File: src/rtl/alu_md_unit.sv
// alu_md_unit: execute-stage arithmetic unit covering the RV32I ALU operations
// and the RV32M multiply/divide/remainder operations at XLEN bits.
//
// Ports:
//   clk, rst           clock and asynchronous active-low reset
//   in_valid/in_ready  operation request handshake (in_ready is combinational)
//   op, a, b           operation code and operands
//   flush              synchronous kill of the in-flight or pending operation
//   out_valid/ready    result handshake
//   result             registered result
//   zero, negative     registered flags for result == 0 and result MSB
//   overflow           registered signed overflow for add/sub
//   busy               divider iteration in progress
//
// ALU ops, multiplies and divide special cases load their result at the
// accepting edge. A normal divide runs a radix-2 restoring divider on the
// operand magnitudes for XLEN cycles. The last quotient bit and the sign
// fix-up are folded into the edge that loads the result.
module alu_md_unit #(
    parameter int XLEN = 32,
    parameter int SHW  = $clog2(XLEN)
) (
    input  logic            clk,
    input  logic            rst,
    input  logic            in_valid,
    output logic            in_ready,
    input  logic [4:0]      op,
    input  logic [XLEN-1:0] a,
    input  logic [XLEN-1:0] b,
    input  logic            flush,
    output logic            out_valid,
    input  logic            out_ready,
    output logic [XLEN-1:0] result,
    output logic            zero,
    output logic            negative,
    output logic            overflow,
    output logic            busy
);

    localparam logic [XLEN-1:0] MIN_VAL = {1'b1, {(XLEN-1){1'b0}}};

    typedef enum logic [1:0] {
        S_IDLE,
        S_DIV,
        S_DONE
    } state_t;

    state_t state_q, state_d;

    logic accept;
    logic load_quick, load_div, start_div;

    // Single-cycle datapath
    logic [XLEN-1:0]   sum, dif;
    logic [SHW-1:0]    shamt;
    logic              a_sgn, b_sgn;
    logic [2*XLEN-1:0] ext_a, ext_b, prod;
    logic              div_sgn, div_rem, div_long;
    logic [XLEN-1:0]   mag_a, mag_b;
    logic [XLEN-1:0]   quick_res;
    logic              quick_ovf, quick_ok;

    // Divider state
    logic [XLEN-1:0] rem_q, quo_q, dvs_q;
    logic [SHW-1:0]  cnt_q;
    logic            neg_q_q, neg_r_q, rem_sel_q;
    logic [XLEN:0]   shifted, diff;
    logic            take;
    logic [XLEN-1:0] rem_nx, quo_nx, div_res;

    assign sum   = a + b;
    assign dif   = a - b;
    assign shamt = b[SHW-1:0];

    // mul/mulh/mulhsu treat a as signed, mul/mulh treat b as signed; the low
    // half used by mul is the same either way.
    assign a_sgn = (op[1:0] != 2'b11);
    assign b_sgn = (op[1] == 1'b0);
    assign ext_a = {{XLEN{a_sgn & a[XLEN-1]}}, a};
    assign ext_b = {{XLEN{b_sgn & b[XLEN-1]}}, b};
    assign prod  = ext_a * ext_b;

    assign div_sgn = ~op[0];
    assign div_rem = op[1];
    assign mag_a   = (div_sgn & a[XLEN-1]) ? (~a + 1'b1) : a;
    assign mag_b   = (div_sgn & b[XLEN-1]) ? (~b + 1'b1) : b;

    always_comb begin
        quick_res = '0;
        quick_ovf = 1'b0;
        quick_ok  = 1'b1;
        div_long  = 1'b0;
        case (op)
            5'b00000: begin
                quick_res = sum;
                quick_ovf = (a[XLEN-1] == b[XLEN-1]) & (sum[XLEN-1] != a[XLEN-1]);
            end
            5'b00001: begin
                quick_res = dif;
                // subtrahend's effective sign is inverted
                quick_ovf = (a[XLEN-1] != b[XLEN-1]) & (dif[XLEN-1] != a[XLEN-1]);
            end
            5'b00010: quick_res = a & b;
            5'b00011: quick_res = a | b;
            5'b00100: quick_res = a << shamt;
            5'b00101: quick_res = {{(XLEN-1){1'b0}}, ($signed(a) < $signed(b))};
            5'b00110: quick_res = a ^ b;
            5'b00111: quick_res = a >> shamt;
            5'b01000: quick_res = {{(XLEN-1){1'b0}}, (a < b)};
            5'b01111: quick_res = $signed(a) >>> shamt;
            5'b10000: quick_res = prod[XLEN-1:0];
            5'b10001,
            5'b10010,
            5'b10011: quick_res = prod[2*XLEN-1:XLEN];
            5'b10100,
            5'b10101,
            5'b10110,
            5'b10111: begin
                if (b == '0) begin
                    quick_res = div_rem ? a : '1;
                end else if (div_sgn && (a == MIN_VAL) && (b == '1)) begin
                    quick_res = div_rem ? '0 : a;
                end else begin
                    div_long = 1'b1;
                end
            end
            default: quick_ok = 1'b0;
        endcase
    end

    // Restoring step: the partial remainder is always below the divisor, so
    // the shifted value needs one extra bit and the difference fits when taken.
    assign shifted = {rem_q, quo_q[XLEN-1]};
    assign diff    = shifted - {1'b0, dvs_q};
    assign take    = ~diff[XLEN];
    assign rem_nx  = take ? diff[XLEN-1:0] : shifted[XLEN-1:0];
    assign quo_nx  = {quo_q[XLEN-2:0], take};

    always_comb begin
        div_res = quo_nx;
        if (rem_sel_q) begin
            div_res = neg_r_q ? (~rem_nx + 1'b1) : rem_nx;
        end else if (neg_q_q) begin
            div_res = ~quo_nx + 1'b1;
        end
    end

    assign in_ready  = rst & ~flush &
                       ((state_q == S_IDLE) | ((state_q == S_DONE) & out_ready));
    assign accept    = in_valid & in_ready;
    assign out_valid = (state_q == S_DONE);
    assign busy      = (state_q == S_DIV);

    always_comb begin
        state_d    = state_q;
        load_quick = 1'b0;
        load_div   = 1'b0;
        start_div  = 1'b0;
        case (state_q)
            S_DIV: begin
                if (cnt_q == '0) begin
                    state_d  = S_DONE;
                    load_div = 1'b1;
                end
            end
            S_DONE: begin
                if (out_ready) begin
                    state_d = S_IDLE;
                end
            end
            default: ;
        endcase
        // accept is only possible from IDLE or a consumed DONE
        if (accept) begin
            if (div_long) begin
                state_d   = S_DIV;
                start_div = 1'b1;
            end else begin
                state_d    = S_DONE;
                load_quick = 1'b1;
            end
        end
        if (flush) begin
            state_d  = S_IDLE;
            load_div = 1'b0;
        end
    end

    always_ff @(posedge clk or negedge rst) begin
        if (!rst) begin
            state_q <= S_IDLE;
        end else begin
            state_q <= state_d;
        end
    end

    always_ff @(posedge clk or negedge rst) begin
        if (!rst) begin
            result   <= '0;
            zero     <= 1'b0;
            negative <= 1'b0;
            overflow <= 1'b0;
        end else if (load_quick) begin
            result   <= quick_res;
            zero     <= quick_ok & (quick_res == '0);
            negative <= quick_ok & quick_res[XLEN-1];
            overflow <= quick_ovf;
        end else if (load_div) begin
            result   <= div_res;
            zero     <= (div_res == '0);
            negative <= div_res[XLEN-1];
            overflow <= 1'b0;
        end
    end

    always_ff @(posedge clk or negedge rst) begin
        if (!rst) begin
            rem_q     <= '0;
            quo_q     <= '0;
            dvs_q     <= '0;
            cnt_q     <= '0;
            neg_q_q   <= 1'b0;
            neg_r_q   <= 1'b0;
            rem_sel_q <= 1'b0;
        end else if (start_div) begin
            rem_q     <= '0;
            quo_q     <= mag_a;
            dvs_q     <= mag_b;
            cnt_q     <= SHW'(XLEN - 1);
            neg_q_q   <= div_sgn & (a[XLEN-1] ^ b[XLEN-1]);
            neg_r_q   <= div_sgn & a[XLEN-1];
            rem_sel_q <= div_rem;
        end else if (state_q == S_DIV) begin
            rem_q <= rem_nx;
            quo_q <= quo_nx;
            cnt_q <= cnt_q - 1'b1;
        end
    end

endmodule

File: config.mk
export PLATFORM = sky130hd
export DESIGN_NAME = alu_md_unit
export DESIGN_NICKNAME = d
export VERILOG_FILES = /design/src/rtl/alu_md_unit.sv
export SDC_FILE = /design/constraint.sdc
export NUM_CORES = 2
export LEC_CHECK = 0
export ABC_AREA = 0
export CORE_UTILIZATION = 45
export CTS_CLUSTER_SIZE = 8
export DETAILED_ROUTE_END_ITERATION = 7
export GPL_ROUTABILITY_DRIVEN = 1
export SYNTH_ARGS = -nofsm -noshare
export SYNTH_HDL_FRONTEND = slang
export SYNTH_SLANG_ARGS = --single-unit
File: constraint.sdc
create_clock -name clk -period 6.7 [get_ports clk]
set_clock_uncertainty 0.05 [all_clocks]
set_input_delay 0.67 -clock clk [delete_from_list [all_inputs] [get_ports clk]]
set_output_delay 0.67 -clock clk [all_outputs]
set_load 0.02 [all_outputs]
=== Word level (Yosys, flattened, before mapping) ===
Cells that the tools add are included.

* Register bits after elaboration: 141
* Output and inout port bits: 38
* Word-level logic and storage cells: 138

* $add $sub $neg: 8
* Multipliers: 1
* $lt $le $gt $ge: 2
* Equality and inequality tests: 28
* Shifts and indexed selects: 3
* Mux-type cells: 43
* Bitwise operators: 26
* Reductions and logical operators: 15

{| class="wikitable"
|+ Operators by type and width
! operator !! number
|-
| two-way mux 32 bit || 16
|-
| case mux 32 bit (13 select lines) || 1
|-
| adder 32 x 1 -> 32 bit, second input constant || 4
|-
| inverter 32 bit || 4
|-
| zero test 32 bit || 3
|-
| equality test 32 bit, second input constant || 2
|-
| < comparator 32 bit || 2
|-
| multiplier 33 x 33 -> 64 bit || 1
|-
| equality test 5 bit, second input constant || 8
|-
| subtractor 33 x 32 -> 33 bit || 1
|-
| adder 32 bit || 1
|-
| AND 32 bit || 1
|-
| bitwise OR 32 bit || 1
|-
| left shift 32 x 5 -> 32 bit || 1
|-
| >> shifter 32 x 5 -> 32 bit || 1
|-
| >>> shifter 32 x 5 -> 32 bit || 1
|-
| subtractor 32 bit || 1
|-
| bitwise XOR 32 bit || 1
|-
| equality test 5 x 3 -> 1 bit, second input constant || 4
|-
| OR reduction 18 bit || 1
|-
| two-way mux 1 bit || 17
|-
| AND 1 bit || 13
|-
| equality test 5 x 2 -> 1 bit, second input constant || 2
|-
| equality test 5 x 4 -> 1 bit, second input constant || 2
|-
| 23 further kinds || 37
|}

=== Logic depth before layout (Yosys ltp) ===
* Word-level depth: 9
* Gate-level depth with buffers: 39
* Gate-level depth less buffers: 33

=== Worst setup path before layout ===
No wires, ideal clock.

* Kind: input-to-reg
* Start point: input op[0]
* End point: register zero
* Arrival time: 10.831 ns
* Path slack: -4.250 ns
* Cell stages on the path: 37
* Buffers on the path: 7
* Path through: clkbuf_1 > clkbuf_1 > clkbuf_1 > clkbuf_1 > clkbuf_1 > clkbuf_1 > nand2_1 > nand2_1 > inv_1 > fa_1 > inv_1 > fa_1 > inv_1 > fa_1 > inv_1 > fa_1 > inv_1 > fa_1 > fa_1 > fa_1 > inv_1 > fa_1 > inv_1 > ha_1 > clkbuf_1 > a21o_1 > a211oi_1 > nor2_1 > a21oi_1 > o21ai_0 > nor4_1 > o221ai_1 > or4_1 > nor4_1 > and4_1 > or4bb_1 > nand3_1

* Word-level cells in the longest chain between the ends: 9
* Elaborated cells between the ends (all ways): 40

{| class="wikitable"
|+ RTL lines
! element !! RTL line !! text
|-
| start, declared || 27 || <nowiki>input logic [4:0] op,</nowiki>
|-
| parallel branches: the longest is 9 deep, another holds multiplier 33 x 33 -> 64 bit || -- ||
|-
| end signal, assigned || 205 || <nowiki>zero <= quick_ok & (quick_res == '0);</nowiki>
|-
| end signal, assigned || 210 || <nowiki>zero <= (div_res == '0);</nowiki>
|-
| end, declared || 34 || <nowiki>output logic zero,</nowiki>
|}

Parallel ways; which one is timed is not known.
A chain may end at the register's enable or synchronous reset.

=== Worst setup path after layout ===
* Start point: input a[31]
* End point: register zero

* Word-level cells in the longest chain between the ends: 9
* Elaborated cells between the ends (all ways): 29

{| class="wikitable"
|+ RTL lines
! element !! RTL line !! text
|-
| start, declared || 28 || <nowiki>input logic [XLEN-1:0] a,</nowiki>
|-
| parallel branches: the longest is 9 deep, another holds multiplier 33 x 33 -> 64 bit || -- ||
|}

Parallel ways; which one is timed is not known.

==> implementation parameters <==
Parameter                              Value

Status
  Outcome    finished with violations
  Violated checks    setup timing

CTS
  Post-cts hold buffer count    0
  Clock Root Buffer    sky130_fd_sc_hd__clkbuf_16
  Clock input transition at the sequential cells of the worst setup and hold paths    approximately 0.070 ns
  TritonCTS Buffers    17
  Maximum count of clock buffers along a single path    2
  Number of sinks driven by the clock tree    between 100 and 150
  Clock Latency Late Sink    ~0.46 ns
  Total number of H-tree levels    4
  Clock tree from TritonCTS    done

Drt
  Iteration-0 DRC Markers    between 7,000 and 8,000
  Final WL    between 300,000 and 400,000 um
  Total vias in the final route    about 60,000
  Router iterations before antenna repair    6
  Number of nets with antenna violations after routing    0
  Post-detailed-route wirelength per cell    30.82 um
  Remaining routing DRC violations    0
  Vias per inst    6.002

Synth
  Netlist cell types    101
  Cell Area, Synth    slightly below 60,000 um^2
  Yosys top cell area share    38.22%
  Fraction of synthesis flops using an asynchronous set or reset pin    100.0%
  Post-synth EDFFs    0
  Cells after Synth    7,266
  Fraction of the yosys area taken by sequential cells    5.972%
  Flop and latch count out of synthesis    around 140
  Synthesized area divided by synthesized cell count    roughly 8.1 um^2
  Ys flop type    sky130_fd_sc_hd__dfrtp_1
  Dominant cells by area after synthesis    sky130_fd_sc_hd__fa_1, sky130_fd_sc_hd__inv_1, sky130_fd_sc_hd__ha_1, sky130_fd_sc_hd__nand2_1, sky130_fd_sc_hd__dfrtp_1
  Cell taking the most area after synthesis    sky130_fd_sc_hd__fa_1
  Synthesis Warnings    0
  Mapped Nets    between 8,000 and 9,000

GRT
  Highest-utilization routing layer at the global route stage    met2
  First-pass GRT wire length    ~440,000 um
  Global-route track usage on met1    between 60 and 70%
  GR Layer Usage met3    between 10% and 20%
  Vias in the first global route    ~61,000
  GRT Resource Usage Total    ~47%
  Maximum number of pins on one net before global-route repair    67
  Global routing met2 resource utilization    68.45%
  Remaining global-route overflow    0
  Antenna violations before repair    9

STA
  Slew of the pin with the lowest slew margin    about 1.3 ns
  Relative slew margins    around 14%
  Max Clk Rate    around 110 MHz
  Final WS setup    -2.583 ns
  Number of max-slew violations in the final report    0
  Number of failing setup endpoints in the final timing report    34
  Time the worst path needs with I/O delays and setup    9.283 ns
  Setup repair after global routing missed its margin    yes
  Total Neg Setup Slack    -47.62 ns
  Final-report hold violation count    0
  Share of the cycle needed by the critical path after routing    138.6%

Critical path
  Cell class contributing the biggest share of worst-path delay    adder cells
  Required time of the critical path    a little over 7 ns
  Endpoint type of the worst setup path    flop
  Bufs and invs on worst path    12
  Kind of critical path    in2reg
  Flop-to-flop setup slack    about 0.40 ns
  Maximum net fanout on the critical path    7
  Startpoint type of the worst setup path    input port
  CP Data Arrival Time    9.62 ns
  Largest stage delay on the critical path    roughly 0.64 ns
  Crit-path slowest cell    sky130_fd_sc_hd__fa_2

Layout
  Highest-count cells in the layout ignoring fill and taps    sky130_fd_sc_hd__inv_1, sky130_fd_sc_hd__buf_4, sky130_fd_sc_hd__fa_1
  Net count reported at finish    between 9,000 and 10,000
  Most common cell after layout, fill and taps aside    sky130_fd_sc_hd__inv_1
  Post-synthesis to final-layout area growth    28.99%
  Share of final-layout standard cells stronger than drive strength 1    25.52%

Place
  Final estimated routing congestion in global placement    ~1.1
  Post-detail-place hpwl    between 200,000 and 300,000 um
  Total of buffers placed on input and output ports    between 100 and 150

Floorplanning
  Number of standard-cell rows in the floorplan    approximately 130
  Area of the core region    around 130,000 um^2
  Chip Height    364.3 um
  Die Outline Area    between 100,000 and 150,000 um^2
  Width of the die    ~360 um
  I/O Pins    between 100 and 150
  Effective utilization at floorplan    about 46%

Worst hold path
  Path type of the worst min-delay path    in2async

Job
  Total of max-cap violations    0
[worst paths after layout]
kind | end | from | cells past startpoint
setup / recovery | zero$_DFFE_PN0P_ | a[31] | 35
hold reg to reg | negative$_DFFE_PN0P_ | negative$_DFFE_PN0P_ | 1
min in group clk | negative$_DFFE_PN0P_ | negative$_DFFE_PN0P_ | 1
max in group asynchronous | rem_sel_q$_DFFE_PN0P_ | rst | 3
setup reg to reg | zero$_DFFE_PN0P_ | rem_q[9]$_DFFE_PN0P_ | 23
hold / removal | rem_q[9]$_DFFE_PN0P_ | rst | 1
[synthesized netlist by cell type, types with 16 or more instances]
cell type / count
sky130_fd_sc_hd__a211oi_1: 77
sky130_fd_sc_hd__clkbuf_1: 355
sky130_fd_sc_hd__nand3_1: 110
sky130_fd_sc_hd__mux2_2: 35
sky130_fd_sc_hd__nand2_1: 1022
sky130_fd_sc_hd__or3_1: 45
sky130_fd_sc_hd__mux2i_1: 100
sky130_fd_sc_hd__o21a_1: 25
sky130_fd_sc_hd__nor3_1: 78
sky130_fd_sc_hd__a31oi_1: 40
sky130_fd_sc_hd__or4_1: 23
sky130_fd_sc_hd__xnor2_1: 164
sky130_fd_sc_hd__fa_1: 1128
sky130_fd_sc_hd__a221o_1: 29
sky130_fd_sc_hd__nor2b_1: 23
sky130_fd_sc_hd__a21o_1: 42
sky130_fd_sc_hd__dfrtp_1: 141
sky130_fd_sc_hd__buf_1: 106
sky130_fd_sc_hd__a22oi_1: 24
sky130_fd_sc_hd__o31ai_1: 46
sky130_fd_sc_hd__o21bai_1: 26
sky130_fd_sc_hd__ha_1: 348
sky130_fd_sc_hd__and3_1: 45
sky130_fd_sc_hd__buf_2: 19
sky130_fd_sc_hd__mux4_2: 25
sky130_fd_sc_hd__and2_1: 29
sky130_fd_sc_hd__o22ai_1: 32
sky130_fd_sc_hd__nand2b_1: 39
sky130_fd_sc_hd__nand4_1: 60
sky130_fd_sc_hd__nor4_1: 35
sky130_fd_sc_hd__clkinv_1: 20
sky130_fd_sc_hd__o211ai_1: 55
sky130_fd_sc_hd__xor2_1: 51
sky130_fd_sc_hd__inv_1: 1260
sky130_fd_sc_hd__o221ai_1: 21
sky130_fd_sc_hd__a221oi_1: 29
sky130_fd_sc_hd__or2_2: 18
sky130_fd_sc_hd__a211o_1: 23
sky130_fd_sc_hd__a21oi_1: 272
sky130_fd_sc_hd__nor2_1: 711
sky130_fd_sc_hd__o41ai_1: 16
sky130_fd_sc_hd__o21ai_0: 282
[layer usage]
metal / share of wire, % / vias up
li1: - / 25229
met1: 39 / 30251
met2: 42 / 3749
met3: 12 / 814
met4: 7.5 / 8
met5: 0.018 / -
[kinds of logic after synthesis]
logic type,Yosys count,synth area share [%]
AND/OR/NAND/NOR,2311,17.18
buffers and inverters,1769,11.32
adder cells (fa/ha/maj),1476,45.59
AO/OA/AOI/OAI,1190,13.33
XOR/XNOR,215,3.187
multiplexers,164,3.406
flip-flops,141,5.972
[sequential cells by signal, summed over array words and instances, names as in the netlist]
signal,count
negative,1
neg_q_q,1
neg_r_q,1
result,32
rem_sel_q,1
zero,1
dvs_q,32
rem_q,32
cnt_q,5
overflow,1
state_q,2
quo_q,32
[cell type report]
| type | instances | area (um^2) |
|---|---|---|
| flip-flops and latches | 141 | 3530 |
| repair buffers | 1447 | 13370 |
| diodes | 2 | 5.005 |
| clock buffers | 17 | 425.4 |
| well taps | 1742 | 2180 |
| multi-input cells | 5356 | 51540 |
| fillers | 11745 | 53610 |
| inverters | 1285 | 4979 |
| clock inverters | 15 | 173.9 |
[what timing repair did]
item / in CTS / in global routing
resized for setup: 726 / 259
setup endpoints to repair: 34 / 34
pin swaps: 245 / 191
cloned: 8 / 0
buffers inserted: 160 / 67
[stage by stage]
stage | hold slack (ns) | area (um^2) | utilization, % | setup WS (ns) | std cells
4_1_cts | 0.05967 | 74930 | 57.72 | -2.553 | 9955
5_1_grt | 0.07514 | 76200 | 58.70 | -2.741 | 10003
2_1_floorplan | 0.3244 | 60150 | - | -2.646 | 7266
6_report | 0.06025 | 76200 | 58.70 | -2.583 | 10005
3_3_place_gp | 0.4255 | 70510 | 54.31 | -3.900 | 9770
3_5_place_dp | 0.4300 | 70510 | 54.31 | -3.801 | 9770
[worst register-to-register path, stage by stage (launching register included)]
cell                        delay (ns)
sky130_fd_sc_hd__dfrtp_1          0.49
sky130_fd_sc_hd__ha_1             0.51
sky130_fd_sc_hd__nand4_1          0.14
sky130_fd_sc_hd__a21oi_1          0.38
sky130_fd_sc_hd__a211oi_2         0.13
sky130_fd_sc_hd__buf_4            0.17
sky130_fd_sc_hd__or3_4            0.39
sky130_fd_sc_hd__a21oi_4          0.19
sky130_fd_sc_hd__nor2_4           0.06
sky130_fd_sc_hd__inv_2            0.17
sky130_fd_sc_hd__mux2i_1          0.29
sky130_fd_sc_hd__ha_1             0.22
sky130_fd_sc_hd__and2_1           0.13
sky130_fd_sc_hd__nor4bb_1         0.33
sky130_fd_sc_hd__buf_4            0.21
sky130_fd_sc_hd__nand2_1          0.08
sky130_fd_sc_hd__or3_1            0.38
sky130_fd_sc_hd__o2111ai_2        0.10
sky130_fd_sc_hd__o22ai_1          0.16
sky130_fd_sc_hd__or4_1            0.56
sky130_fd_sc_hd__or4_1            0.54
sky130_fd_sc_hd__nor4_2           0.21
sky130_fd_sc_hd__nand4_1          0.21
sky130_fd_sc_hd__nand3_1          0.16
Power is not shown: default switching activity piles up to over one toggle a cycle in this logic, so the estimate is an artifact.
==> variant: new RTL, config.mk and constraints unchanged <==
The parameter `XLEN` goes from 32 to 16.
--- a/src/rtl/alu_md_unit.sv
+++ b/src/rtl/alu_md_unit.sv
@@ -17,7 +17,7 @@
 // operand magnitudes for XLEN cycles. The last quotient bit and the sign
 // fix-up are folded into the edge that loads the result.
 module alu_md_unit #(
-    parameter int XLEN = 32,
+    parameter int XLEN = 16,
     parameter int SHW  = $clog2(XLEN)
 ) (
     input  logic            clk,
Ports: changed (resized a, b and result); port bits go from 112 to 64. No check against the original RTL was run, so the function may have changed too.
==> variant against the unedited design <==
- the run still ends with setup timing left
- synthesized cell count shrank 65%
- setup slack gained 2.1 ns
- fmax grew 29%
- routed wire length shrank 70%
- count of clock-buffer cells in the layout shrank 8
- largest cell class unchanged
- design area shrank 65%
- non-clock buffer count shrank 915
- critical path depth shrank 7
- sequential cell count shrank 65
- area after synthesis shrank 65%
- die area shrank 65%
Power is left out: the tool's default activity adds up to more than one toggle a clock period on the data nets, which glitch-free logic cannot reach.
==> variant: results <==
[grt]
grt_first_pass_wirelength_um = 138400
antenna_found_initial = 1
grt_usage_pct = 40.01
grt_pass1_vias = 22050
grt_max_degree = 79

[final_layout]
nFillCells = 4190
drive_gt1_share_pct = 25.14
fin_nets = 3434
diodes = 0

[run_status]
violations = "setup timing"
status = "finished, violations left"

[timing]
fin_setup_tns_ns = -1.258
relSlewSlack_pct = 9.784
setup_slack_ns = -0.4732
setup_violations = 5

[logic_synthesis]
synth_fp_nets = 3039
synth_ff_type = "dfrtp_1"
synth_area_leaders = "fa_1 27%, ha_1 9.2%, dfrtp_1 9.1%"
synth_edf_count = 0
yosysWarnings = 0
synth.avg_cell_area_um2 = 8.134
synth.distinct_cells = 109
synthTopCellsByCount = "387 x inv_1, 285 x fa_1, 282 x nor2_1"
yosysSeqAreaShare_pct = 9.137

[critical_path]
critPathSlowestCell = "fa_1"
cp_max_fo = 3
worstReg2RegStart = "quo_q[15]"
slowest_delay_ns = 0.57
cp.arrival_ns = 7.42
startpoint = "a[7]"

[cts]
cts.clk_slew.worst_paths_ns = 0.07
h-tree-depth = 3
worstSkewPairLatency_ns = 0.35
cts_buffer_depth = 2
numCtsBuffers = 9

[drt]
dr.pass1.iters = 6
vias = 21460
vias_per_cell = 6.030
drt_iter0_drc = 2019
wire_per_inst_um = 25.99

[worst_hold_path]
hold_class = "primary input to async pin"

[place]
place_congestion = 1.107
io_buffers = 63
dpl.hpwl_um = 75100
place_inst = 3454

[die]
initial_utilization_pct = 45.77
variant: kinds of logic (layout without fill, tap and decap cells):
family	after synthesis	in the layout	share of synthesized area, %
AND/OR/NAND/NOR	796	796	17.33
flip-flops	76	76	9.137
buffers and inverters	552	952	10.34
AO/OA/AOI/OAI	533	533	18.30
multiplexers	63	63	4.039
adder cells (fa/ha/maj)	438	438	36.61
XOR/XNOR	101	101	4.250
variant: worst paths after layout:
check,cells past startpoint,endpoint,slack (ns)
max,28,zero,-0.47
min,1,state_q[1],0.43
max reg2reg,20,zero,1.26
min reg2reg,2,dvs_q[9],0.44
max in group asynchronous,1,dvs_q[15],5.50
min in group clk,2,dvs_q[9],0.44
variant: through the flow:
step	area (um^2)	setup slack [ns]
6_report	26730	-0.4732
4_1_cts	26390	-0.3956
5_1_grt	26730	-0.6584
3_3_place_gp	24870	-1.292
2_1_floorplan	21150	-0.3348
3_5_place_dp	24870	-1.318
variant: what timing repair did:
action	CTS	global route
cloned	0	0
hold buffers	0	0
setup buffers	80	17
pin swaps	57	41
gates resized for setup	248	100
setup endpoints to repair	15	12
variant: area by class of cell:
type | instances | area, um^2 | area share [%]
clock buffers | 9 | 225.2 | 0.8425
clock inverters | 7 | 105.1 | 0.3932
inverters | 404 | 1564 | 5.851
multi-input cells | 1931 | 17540 | 65.62
flip-flops and latches | 76 | 1902 | 7.115
well taps | 600 | 750.7 | 2.808
repair buffers | 532 | 4643 | 17.37
variant: routing by layer:
metal | share of wire (%) | vias to the layer above | global-route usage (%)
li1 | - | 9350 | -
met1 | 39 | 10690 | 50.95
met2 | 45 | 1145 | 63.10
met3 | 9.2 | 269 | 8.050
met4 | 6.5 | 2 | 23.29
met5 | 0.014 | - | 0
variant: worst reg2reg max path: cells and delay by family (launching register included):
kind                       cells  cell delay [ns]
muxes                          1             0.42
buffers and inverters          3             0.26
and+or+nand+nor                4             0.90
AOI/OAI and AO/OA              8             2.30
adders and majority gates      3             0.88
xor gates and xnor gates       1             0.18
DFF                            1             0.41
